## src/rtl/btb_update_ctrl.sv

```systemverilog
// BTB write-port sequencer: filters two resolved-branch lanes into insert/invalidate
// commands, queues them, drains one per cycle, and runs full-table invalidate sweeps.
module btb_update_ctrl #(
  parameter int XLEN     = 32,
  parameter int IDX_BITS = 6,
  parameter int Q_DEPTH  = 4
) (
  input  logic                    clock,
  input  logic                    reset,
  input  logic [1:0]              res_valid,
  input  logic [1:0][XLEN-1:0]    res_pc,
  input  logic [1:0][XLEN-1:0]    res_target,
  input  logic [1:0]              res_taken,
  input  logic [1:0]              res_mispred,
  output logic                    res_ready,
  input  logic                    flush_all_req,
  output logic                    btb_wr_en,
  output logic [IDX_BITS-1:0]     btb_wr_idx,
  output logic [XLEN-1:0]         btb_wr_pc,
  output logic [XLEN-1:0]         btb_wr_target,
  output logic                    btb_wr_valid,
  output logic                    busy
);

  localparam int PW = $clog2(Q_DEPTH);
  localparam int CW = PW + 1;

  typedef struct packed {
    logic [IDX_BITS-1:0] idx;
    logic [XLEN-1:0]     pc;
    logic [XLEN-1:0]     target;
    logic                valid;
  } cmd_t;

  typedef enum logic {S_IDLE, S_SWEEP} state_t;

  state_t              r_state, w_state_nxt;
  logic [IDX_BITS:0]   r_sidx, w_sidx_nxt;
  cmd_t                r_mem [Q_DEPTH];
  logic [PW-1:0]       r_rd_ptr, r_wr_ptr;
  logic [CW-1:0]       r_cnt;

  logic                r_wr_en;
  cmd_t                r_wr_cmd;

  logic [1:0]          w_lvld;
  cmd_t [1:0]          w_lane;
  cmd_t [1:0]          w_new;
  logic [1:0]          w_nnew;
  cmd_t [1:0]          w_enq;
  logic [1:0]          w_enq_n;
  logic                w_pop, w_bypass, w_kill0;
  cmd_t                w_out_cmd;
  logic                w_wr_en_nxt;
  cmd_t                w_wr_cmd_nxt;

  assign res_ready = ((CW'(Q_DEPTH) - r_cnt) >= CW'(2)) && (r_state == S_IDLE) && !flush_all_req;
  assign busy      = (r_cnt != '0) || (r_state == S_SWEEP);

  // Per-lane filter: taken -> insert, not-taken mispredict -> invalidate, else nothing.
  for (genvar l = 0; l < 2; l++) begin : g_lane
    assign w_lvld[l] = res_valid[l] & res_ready & (res_taken[l] | res_mispred[l]);
    assign w_lane[l] = '{idx:    res_pc[l][IDX_BITS+1:2],
                         pc:     res_taken[l] ? res_pc[l] : '0,
                         target: res_taken[l] ? res_target[l] : '0,
                         valid:  res_taken[l]};
  end

  // Lane 1 wins when both lanes hit the same index in one cycle.
  assign w_kill0 = w_lvld[0] & w_lvld[1] & (w_lane[0].idx == w_lane[1].idx);

  always_comb begin
    w_new  = w_lane;
    w_nnew = 2'd0;
    if (w_lvld[0] && !w_kill0) begin
      w_nnew = w_lvld[1] ? 2'd2 : 2'd1;
    end else begin
      w_new[0] = w_lane[1];
      w_nnew   = {1'b0, w_lvld[1]};
    end
  end

  // Empty queue: the first new command goes straight to the write port.
  assign w_pop     = (r_state == S_IDLE) && !flush_all_req && (r_cnt != '0);
  assign w_bypass  = (r_state == S_IDLE) && !flush_all_req && (r_cnt == '0) && (w_nnew != 2'd0);
  assign w_out_cmd = w_pop ? r_mem[r_rd_ptr] : w_new[0];

  always_comb begin
    w_enq   = w_new;
    w_enq_n = w_nnew;
    if (w_bypass) begin
      w_enq[0] = w_new[1];
      w_enq_n  = w_nnew - 2'd1;
    end
  end

  always_comb begin
    w_state_nxt  = r_state;
    w_sidx_nxt   = r_sidx;
    w_wr_en_nxt  = 1'b0;
    w_wr_cmd_nxt = w_out_cmd;
    if (flush_all_req) begin
      w_state_nxt  = S_SWEEP;
      w_sidx_nxt   = (IDX_BITS+1)'(1);
      w_wr_en_nxt  = 1'b1;
      w_wr_cmd_nxt = '0;
    end else if (r_state == S_SWEEP) begin
      if (r_sidx[IDX_BITS]) begin
        w_state_nxt = S_IDLE;
      end else begin
        w_sidx_nxt       = r_sidx + 1'b1;
        w_wr_en_nxt      = 1'b1;
        w_wr_cmd_nxt     = '0;
        w_wr_cmd_nxt.idx = r_sidx[IDX_BITS-1:0];
      end
    end else begin
      w_wr_en_nxt = w_pop | w_bypass;
    end
  end

  always_ff @(posedge clock) begin
    if (reset) begin
      r_state  <= S_IDLE;
      r_sidx   <= '0;
      r_rd_ptr <= '0;
      r_wr_ptr <= '0;
      r_cnt    <= '0;
      r_wr_en  <= 1'b0;
      r_wr_cmd <= '0;
    end else begin
      r_state <= w_state_nxt;
      r_sidx  <= w_sidx_nxt;
      r_wr_en <= w_wr_en_nxt;
      if (w_wr_en_nxt) r_wr_cmd <= w_wr_cmd_nxt;
      if (flush_all_req) begin
        r_rd_ptr <= '0;
        r_wr_ptr <= '0;
        r_cnt    <= '0;
      end else begin
        r_wr_ptr <= r_wr_ptr + PW'(w_enq_n);
        r_rd_ptr <= r_rd_ptr + PW'(w_pop);
        r_cnt    <= r_cnt + CW'(w_enq_n) - CW'(w_pop);
      end
    end
  end

  always_ff @(posedge clock) begin
    if (!flush_all_req && !reset) begin
      if (w_enq_n != 2'd0) r_mem[r_wr_ptr] <= w_enq[0];
      if (w_enq_n == 2'd2) r_mem[r_wr_ptr + PW'(1)] <= w_enq[1];
    end
  end

  assign btb_wr_en     = r_wr_en;
  assign btb_wr_idx    = r_wr_cmd.idx;
  assign btb_wr_pc     = r_wr_cmd.pc;
  assign btb_wr_target = r_wr_cmd.target;
  assign btb_wr_valid  = r_wr_cmd.valid;

endmodule
```

## config.mk

```make
export PLATFORM = sky130hd
export DESIGN_NAME = btb_update_ctrl
export DESIGN_NICKNAME = d
export VERILOG_FILES = /design/src/rtl/btb_update_ctrl.sv
export SDC_FILE = /design/constraint.sdc
export NUM_CORES = 1
export LEC_CHECK = 0
export ABC_CLOCK_PERIOD_IN_PS = 9000
export BUFFER_PORTS_ARGS = -buffer_cell sky130_fd_sc_hd__clkbuf_2
export CAP_MARGIN = 0
export CELL_PAD_IN_SITES_DETAIL_PLACEMENT = 0
export CELL_PAD_IN_SITES_GLOBAL_PLACEMENT = 2
export CORE_ASPECT_RATIO = 1.75
export CORE_MARGIN = 3
export CORE_UTILIZATION = 41
export CTS_BUF_LIST = sky130_fd_sc_hd__clkbuf_8
export DETAILED_ROUTE_END_ITERATION = 6
export PLACE_DENSITY_LB_ADDON = 0.1
export SETUP_SLACK_MARGIN = 0.05
export SKIP_CTS_REPAIR_TIMING = 1
export SYNTH_ARGS = -nofsm -noshare
export SYNTH_HDL_FRONTEND = slang
export SYNTH_SLANG_ARGS = --single-unit
export TNS_END_PERCENT = 1
```

## constraint.sdc

```tcl
create_clock -name clock -period 9 [get_ports clock]
set_input_delay 1.35 -clock clock [delete_from_list [all_inputs] [get_ports clock]]
set_output_delay 1.35 -clock clock [all_outputs]
set_load 0.02 [all_outputs]
```

==> qor.txt, run 1 <==
Status = finished clean
Crit start category = input port
Min Clock Period, post-route = 5000 ps
All-Layer GR Usage = 22.8%
Yosys top cell area share = 44.7%
Placed wire-length estimate = 33800 µm
Clk pwr share = 36.5%
Routed len/inst = 24.3 µm
Placed instance area = 20300 µm²
Port Buffers = 210
H-tree depth = 2
Area share of xor/xnor cells in the synthesized design = 0.643%
Yosys top cell by area = edfxtp_1
Clk sinks = 371
Worst slew margin = 21.6%
Worst EP arrival = 5380 ps
Compound-gate portion of the synthesized area = 11.6%
DR vias/cell = 5.77
Pin count of the biggest net entering global routing = 79
Leakage power = 8.51 nW
Worst skew pair latency = 640 ps
Pwr Density = 190 nW/µm²
Sequential share of power = 47.1%
Internal = 2.91 mW
Slowest CP cell = nand2_4
Vias in the first global route = 14300
Ys flop type = edfxtp_1
Top cells by area, synth = edfxtp_1 45%, mux2i_1 20%, dfxtp_1 9.1%
Wire length on met2 = 30300 µm
Core Area = 46100 µm²
Final hold violations = 0
Cells after DPL = 2262
TritonCTS clock tree = done
Ratio of cells with drive above 1 in the final layout = 20.9%
Final worst path period share = 55.6%
Number of synthesized register bits = 371
NumNets Final = 1884
Via Count = 13700
CTS clk-pin slew, worst paths = 60 ps
Avg Cell Area, Syn = 12.0 µm²
Simple-gate share of the synthesized area = 5.83%
WS Path Type = in -> reg
Cells after Synth = 1593
Routability Congestion = 0.745
Metal3 WL = 2710 µm
Highest Signal Layer = met4
Post-synthesis mux area share = 23.1%
Final Max Tran Viols = 0
Peak supply drop = 0.000101 V
Die W = 169 µm
Number of synthesized flops with an enable pin = 284
Syn. warnings = 0
Worst-Margin Slew = 1180 ps
Post-synthesis sequential area ratio = 53.8%
Synth-to-layout area growth = 12.8%
Root Buffer = clkbuf_8
Most Frequent Cell on Critical Path = buf_4
Total chip power = 4.08 mW
Worst setup EP type = register
CP Cell Sequence = buf_4 -> o21a_1 -> and3_4 -> a21o_4 -> inv_4 -> ha_1 -> nor3b_2 -> a21oi_2 -> nand2_4 -> buf_4 -> mux2_1
Combinational group share of total power = 16.4%
Setup Skew = 13.5 ps
Starting density of the core = 41.4%
Clock tree buffer depth = 3
Final setup viols = 0
Antenna violations before repair = 1
FP Rows = 104
Num CTS Buffers = 57
First-pass GRT wire length = 86700 µm
Yosys cell types = 61
Antenna-violating nets left = 0
Async SR Flop Fraction = 0%
Switching Share = 28.7%
GRT overflow = 0
Post-route insts no fill = 2371
Die Area = 49300 µm²
Crit path max fanout = 53
Die Y = 291 µm
Largest family of logic cells by synthesized area = multiplexers
Net Sw Power = 1.17 mW
I/O pins = 211
Synthesized area = 19100 µm²
Syn nets = 1739
Post-route cell area = 21500 µm²
Max cap viols = 0
DR DRC count = 0
Router iterations before antenna repair = 5
FMAX = 200 MHz
RSZ-0062 raised after global routing = false
Req. time, crit path = 9380 ps
Iteration-0 DRC Markers = 886
WL met1 = 23000 µm
WL final = 57500 µm
Hold Crit Class = reg -> reg
Setup TNS = 0 ps
Adder-Cell Fraction of Synth Area = 0.629%
Largest stage delay, worst path = 890 ps
-- sequential cells by signal, indices dropped and copies added (netlist names) --
name / count
btb_wr_target: 32
r_state: 1
r_mem: 284
r_cnt: 3
r_rd_ptr: 2
r_sidx: 7
btb_wr_pc: 32
r_wr_ptr: 2
btb_wr_valid: 1
btb_wr_en: 1
btb_wr_idx: 6
-- synth_stat cells, types with 4 or more instances --
library cell / count
a21oi_1: 129
a22oi_1: 8
and2_1: 6
buf_1: 4
buf_2: 35
buf_4: 16
buf_6: 21
clkbuf_1: 69
dfxtp_1: 87
edfxtp_1: 284
ha_1: 8
inv_1: 4
mux2_1: 12
mux2_2: 5
mux2_4: 12
mux2i_1: 378
mux4_2: 11
nand2_1: 199
nor2_1: 21
nor3_1: 4
o21ai_0: 76
o21ai_1: 7
o22ai_1: 65
o31ai_1: 63
xnor2_1: 7
xor2_1: 7
-- cell usage in the layout (no fill, tap or decap), types with 19 or more instances in the layout --
| master | Yosys | routed |
|---|---|---|
| edfxtp_1 | 284 | 284 |
| a21oi_1 | 129 | 129 |
| nor2_1 | 21 | 19 |
| o21ai_0 | 76 | 76 |
| o31ai_1 | 63 | 63 |
| clkbuf_2 | 1 | 208 |
| nand2_1 | 199 | 199 |
| dfxtp_1 | 87 | 86 |
| mux2i_1 | 378 | 378 |
| clkbuf_8 | 0 | 72 |
| buf_4 | 16 | 25 |
| o22ai_1 | 65 | 65 |
| inv_1 | 4 | 19 |
-- per-layer routing --
layer | up-vias | track usage [%]
li1 | 6295 | -
met4 | 0 | 6.89
met5 | - | 0
met1 | 6898 | 27.5
met3 | 80 | 3.08
met2 | 405 | 42.0
-- final timing paths --
path | from | depth (start not counted) | slack, ps | endpoint
max | res_taken[1] | 11 | 4000 | r_mem[1][65]
min reg2reg | btb_wr_target[19] | 2 | 450 | btb_wr_target[19]
min | btb_wr_target[19] | 2 | 450 | btb_wr_target[19]
max reg2reg | r_cnt[0] | 13 | 4210 | r_mem[1][65]
-- layout make-up --
class | count | area (µm²)
diodes | 1 | 2.50
inverters | 6 | 25.0
flip-flops and latches | 371 | 10300
well taps | 583 | 729
clock inverters | 36 | 215
repair buffers | 233 | 1230
multi-input cells | 1069 | 8060
fillers | 4369 | 24500
clock buffers | 72 | 991
-- through the flow --
| stage | hold slack (ps) | util (%) | setup slack, ps |
|---|---|---|---|
| 6_report | 451 | 46.7 | 4000 |
| 5_1_grt | 472 | 46.7 | 3800 |
| 4_1_cts | 456 | 46.7 | 4050 |
| 3_5_place_dp | 440 | 44.1 | 3370 |
| 3_3_place_gp | 437 | 44.1 | 3430 |
| 2_1_floorplan | 463 | - | 2380 |
-- cell families after synthesis --
logic type	after synthesis
AOI/OAI and AO/OA	369
xor gates and xnor gates	14
adders and majority gates	9
buffers and inverters	153
muxes	418
and+or+nand+nor	259
DFF	371
-- worst max-delay path: cells and delay by family --
family,cells,cell delay [ps]
multiplexers,1,370
AO/OA/AOI/OAI,3,620
adder cells (fa/ha/maj),1,440
buffers and inverters,3,940
AND/OR/NAND/NOR,3,1600
-- power groups by stage --
stage / sequential [mW] / clock, mW / combinational [mW]
CTS: 1.92 / 1.53 / 0.674
finish: 1.92 / 1.49 / 0.669
global placement: 1.96 / 0 / 0.663
global route: 1.92 / 1.60 / 0.722
detailed placement: 1.96 / 0 / 0.672
floorplan: 1.97 / 0 / 0.443
(Power assumes the default switching activity.)
==> run 2: changes to the inputs <==
Settings changed: ABC_CLOCK_PERIOD_IN_PS 9000 to 5000.
Clock period 9 ns to 5 ns, I/O delays scaled along.
==> qor.txt, run 2 (same netlist as run 1, synthesis figures left out) <==
Status = finished clean
Worst slew margin = 29.7%
DR vias/cell = 5.72
First-pass GRT wire length = 88100 µm
Num CTS Buffers = 58
Port Buffers = 210
Multi-input logic area = 8060 µm²
Router iterations before antenna repair = 5
Crit start category = register
Setup Skew = 40.7 ps
Final Max Tran Viols = 0
Critical path origin = r_cnt[1]
Worst-Margin Slew = 1050 ps
Reg area = 10300 µm²
Register bank with the most flops = r_mem
H-tree depth = 2
Setup TNS = 0 ps
Core Area = 46100 µm²
Clk sinks = 371
GRT overflow = 0
Setup slack, reg-to-reg = 850 ps
Worst skew pair latency = 630 ps
Final worst path period share = 83.1%
Final hold violations = 0
Min Clock Period, post-route = 4150 ps
Ratio of cells with drive above 1 in the final layout = 20.7%
Worst setup EP type = register
Crit path max fanout = 39
Die W = 169 µm
Pin count of the biggest net entering global routing = 74
FP Rows = 104
Most frequent cells in the layout = 378 x mux2i_1, 284 x edfxtp_1, 208 x clkbuf_2
Req. time, crit path = 5450 ps
Core Util, Final = 47.0%
NumNets Final = 1901
WS Path Type = reg -> reg
WL met1 = 23300 µm
Antenna-violating nets left = 0
Wire length on met2 = 30900 µm
Crit Reg-Reg Endpoint = r_mem[2][57]
Iteration-0 DRC Markers = 792
End point of the critical path = r_mem[2][57]
Synth-to-layout area growth = 13.5%
Fill cells = 4349
Leakage power = 8.61 nW
Hold Crit Depth = 2
Max cap viols = 0
Peak supply drop = 0.000176 V
Highest Signal Layer = met5
Antenna violations before repair = 3
Max FFs per register = 284
All-Layer GR Usage = 23.1%
Metal3 WL = 2520 µm
Die Y = 291 µm
TritonCTS clock tree = done
I/O pins = 211
Worst R2R Start = r_cnt[1]
Die Area = 49300 µm²
Via Count = 13700
Placed wire-length estimate = 34600 µm
Starting density of the core = 41.4%
Pwr Density = 327 nW/µm²
Leading cell type in the layout, fill and taps excluded = mux2i_1
R2R cell count = 13
CTS clk-pin slew, worst paths = 60 ps
Routed len/inst = 24.3 µm
Clock tree buffer depth = 3
Routability Congestion = 0.789
Root Buffer = clkbuf_8
WL final = 58100 µm
DR DRC count = 0
Vias in the first global route = 14400
Worst EP arrival = 4600 ps
FMAX = 241 MHz
Hold Crit Class = reg -> reg
RSZ-0062 raised after global routing = false
Final setup viols = 0
## run 2: how the worst min path moves through the flow
stage / slack, ps / startpoint / endpoint
2_1_floorplan: 460 / r_sidx[6] / r_sidx[6]
3_3_place_gp: 430 / btb_wr_target[16] / btb_wr_target[16]
3_5_place_dp: 440 / btb_wr_target[26] / btb_wr_target[26]
4_1_cts: 420 / res_target[46] / btb_wr_target[14]
5_1_grt: 460 / res_pc[40] / btb_wr_pc[8]
6_report: 450 / btb_wr_target[26] / btb_wr_target[26]
## run 2: metal layers
layer  global-route usage [%]  up-vias
li1                         -     6340
met1                     27.8     6832
met2                     42.9      392
met3                     3.21       94
met4                     6.43        2
met5                        0        -
## run 2: cell type report
type	instances	area share, %
Antenna cell	2	0.0231
Multi-Input combinational cell	1069	37.2
Sequential cell	371	47.4
Tap cell	583	3.37
Timing Repair Buffer	249	6.98
Clock inverter	43	0.797
Inverter	6	0.116
Clock buffer	64	4.07
## run 2: through the flow
stage          area [µm²]  instances  worst slack, ps  hold slack (ps)  total power [mW]
2_1_floorplan       19100       1593            -1020              463              4.34
5_1_grt             21700       2386              651              455              7.39
6_report            21700       2387              845              450              7.09
4_1_cts             21700       2385              855              422              7.18
3_3_place_gp        20600       2278              849              433              4.75
3_5_place_dp        20600       2278              752              441              4.76
## run 2: where the power goes
group / internal (mW) / switching [mW] / total, mW
clock network: 1.17 / 1.23 / 2.40
registers: 3.42 / 0.0344 / 3.46
logic: 0.427 / 0.805 / 1.23
## run 2: critical path, stage by stage, from the launching register on
cell,delay (ps)
dfxtp_1,340
inv_1,70
ha_1,190
ha_1,270
or3b_1,480
nand3_1,190
a21o_4,160
inv_4,70
ha_1,430
nor3b_2,440
nand3b_1,210
nand3_4,450
buf_12,380
mux2i_1,270
==> run 3: changes to the inputs <==
Settings changed: ABC_AREA from default to 1, ABC_CLOCK_PERIOD_IN_PS 5000 to 3700, CORE_UTILIZATION 41 to 33.
Clock period 5 ns to 3.7 ns, I/O delays scaled along.
==> qor.txt, run 3 <==
Status = finished clean
Largest family of logic cells by synthesized area = simple AND/OR/NAND/NOR gates
Area share of xor/xnor cells in the synthesized design = 0.267%
Synthesized area = 19700 µm²
GRT overflow = 0
NumNets Final = 2620
Slowest CP cell = fa_1
Simple-gate share of the synthesized area = 25.5%
Core Area = 58600 µm²
CP Cell Sequence = inv_1 -> ha_2 -> ha_4 -> nand3_2 -> nand2_2 -> nor2_4 -> nand3_4 -> nand2_8 -> inv_4 -> ha_4 -> xnor2_4 -> nand2_1 -> o21ai_0 -> ha_1 -> inv_1 -> fa_1 -> xor2_1 -> o21ai_0 -> a21oi_1
Hold EP = r_sidx[0]
Die W = 191 µm
Syn nets = 2485
Clk sinks = 371
Final hold violations = 0
First-pass GRT wire length = 112000 µm
Final setup viols = 0
Register bank with the most flops = r_mem
Worst EP arrival = 3880 ps
DR vias/cell = 5.54
Worst skew pair latency = 690 ps
Top cells by area, synth = edfxtp_1 43%, nand3_1 13%, o21ai_0 9.8%
Ys flop type = edfxtp_1
Port Buffers = 210
Fill cells = 6100
Core Util, Final = 38.9%
CTS clk-pin slew, worst paths = 60 ps
Adder-Cell Fraction of Synth Area = 0.611%
I/O pins = 211
Hold Crit Depth = 3
Yosys cell types = 34
Die Y = 329 µm
Max cap viols = 0
Yosys top cell area share = 43.4%
H-tree depth = 2
WL final = 74500 µm
CP bufs+invs = 3
Async SR Flop Fraction = 0%
Family with the most delay on the worst path = adder cells
FMAX = 302 MHz
Die Area = 62700 µm²
Final Max Tran Viols = 0
Number of synthesized flops with an enable pin = 284
Antenna-violating nets left = 0
Pwr Density = 434 nW/µm²
Compound-gate portion of the synthesized area = 16.0%
Number of synthesized register bits = 371
WS Path Type = reg -> reg
Peak supply drop = 0.000244 V
Worst setup EP type = register
Antenna violations before repair = 2
Ratio of cells with drive above 1 in the final layout = 15.2%
Root Buffer = clkbuf_8
Cells after Synth = 2339
Max FFs per register = 284
Setup slack, reg-to-reg = 380 ps
Most frequent cells in the layout = 515 x nand3_1, 418 x nand2_1, 380 x o21ai_0
Worst-Margin Slew = 1180 ps
Pin count of the biggest net entering global routing = 144
Via Count = 18300
Min Clock Period, post-route = 3320 ps
Leading cell type in the layout, fill and taps excluded = nand3_1
Iteration-0 DRC Markers = 1147
DR DRC count = 0
Hold Crit Class = in -> reg
Final worst path period share = 89.6%
Post-synthesis sequential area ratio = 52.2%
Clock tree buffer depth = 3
All-Layer GR Usage = 23.5%
Largest stage delay, worst path = 420 ps
TritonCTS clock tree = done
Setup TNS = 0 ps
Yosys top cell by area = edfxtp_1
Worst slew margin = 21.6%
Crit start category = register
Crit path max fanout = 7
Req. time, crit path = 4270 ps
RSZ-0062 raised after global routing = false
Synth-to-layout area growth = 15.8%
FP Rows = 117
Worst R2R Start = r_cnt[1]
Top post-synthesis cells by count = 516 x nand3_1, 419 x nand2_1, 385 x o21ai_0
Most frequent cell after synthesis = nand3_1
Syn. warnings = 0
Num CTS Buffers = 61
Avg Cell Area, Syn = 8.41 µm²
Critical path depth = 19
Vias in the first global route = 18600
Setup Skew = 36.2 ps
Leakage power = 8.65 nW
Routability Congestion = 0.812
Starting density of the core = 33.6%
R2R cell count = 19
Placed wire-length estimate = 42100 µm
Worst Hold Launch = flush_all_req
Router iterations before antenna repair = 5
Routed len/inst = 22.6 µm
Multi-input logic area = 8500 µm²
Crit Reg-Reg Endpoint = r_cnt[2]
Reg area = 10300 µm²
Post-synthesis mux area share = 0%
-- run 3: cell type report --
cell class	count	share of cell area [%]
clock buffer	71	4.29
inverter	54	0.956
antenna	4	0.0440
timing repair buffer	256	7.09
clock inverter	43	0.890
tap	773	4.25
sequential	371	45.2
multi-input combinational	1730	37.3
-- run 3: per-layer routing --
layer	vias up	track usage, %	routed length [µm]
met5	-	0	0
met3	145	2.89	3740
met1	8875	27.6	29500
met2	591	43.7	38800
met4	0	7.97	2410
li1	8684	-	-
-- run 3: worst max path at each step --
stage / from / slack, ps / endpoint
2_1_floorplan: r_cnt[1] / 50 / r_mem[0][0]
3_3_place_gp: res_pc[34] / 340 / r_cnt[2]
3_5_place_dp: flush_all_req / 370 / r_cnt[2]
4_1_cts: r_cnt[1] / 350 / r_mem[0][30]
5_1_grt: r_cnt[1] / 120 / r_cnt[2]
6_report: r_cnt[1] / 380 / r_cnt[2]
-- run 3: stage by stage --
stage / instances / area [µm²] / setup slack, ps / total power, mW / hold WS [ps]
3_5_place_dp: 3184 / 21600 / 368 / 6.37 / 456
4_1_cts: 3298 / 22800 / 345 / 10.0 / 168
2_1_floorplan: 2339 / 19800 / 54.6 / 5.80 / 443
3_3_place_gp: 3184 / 21600 / 345 / 6.35 / 451
6_report: 3302 / 22800 / 385 / 9.88 / 227
5_1_grt: 3299 / 22800 / 125 / 10.4 / 229
-- run 3: worst min-delay path: stages --
cell and delay (ps):
clkbuf_2 150, a21oi_1 60, a21oi_1 110
-- run 3: report_power, final --
group,switching [mW],internal [mW]
logic,1.09,0.498
clock network,1.80,1.81
registers,0.0343,4.64
-- run 3: logic make-up after synthesis --
| family | count (synthesis) |
|---|---|
| AOI/OAI and AO/OA | 578 |
| adders and majority gates | 9 |
| and+or+nand+nor | 1137 |
| xor gates and xnor gates | 6 |
| buffers and inverters | 238 |
| DFF | 371 |
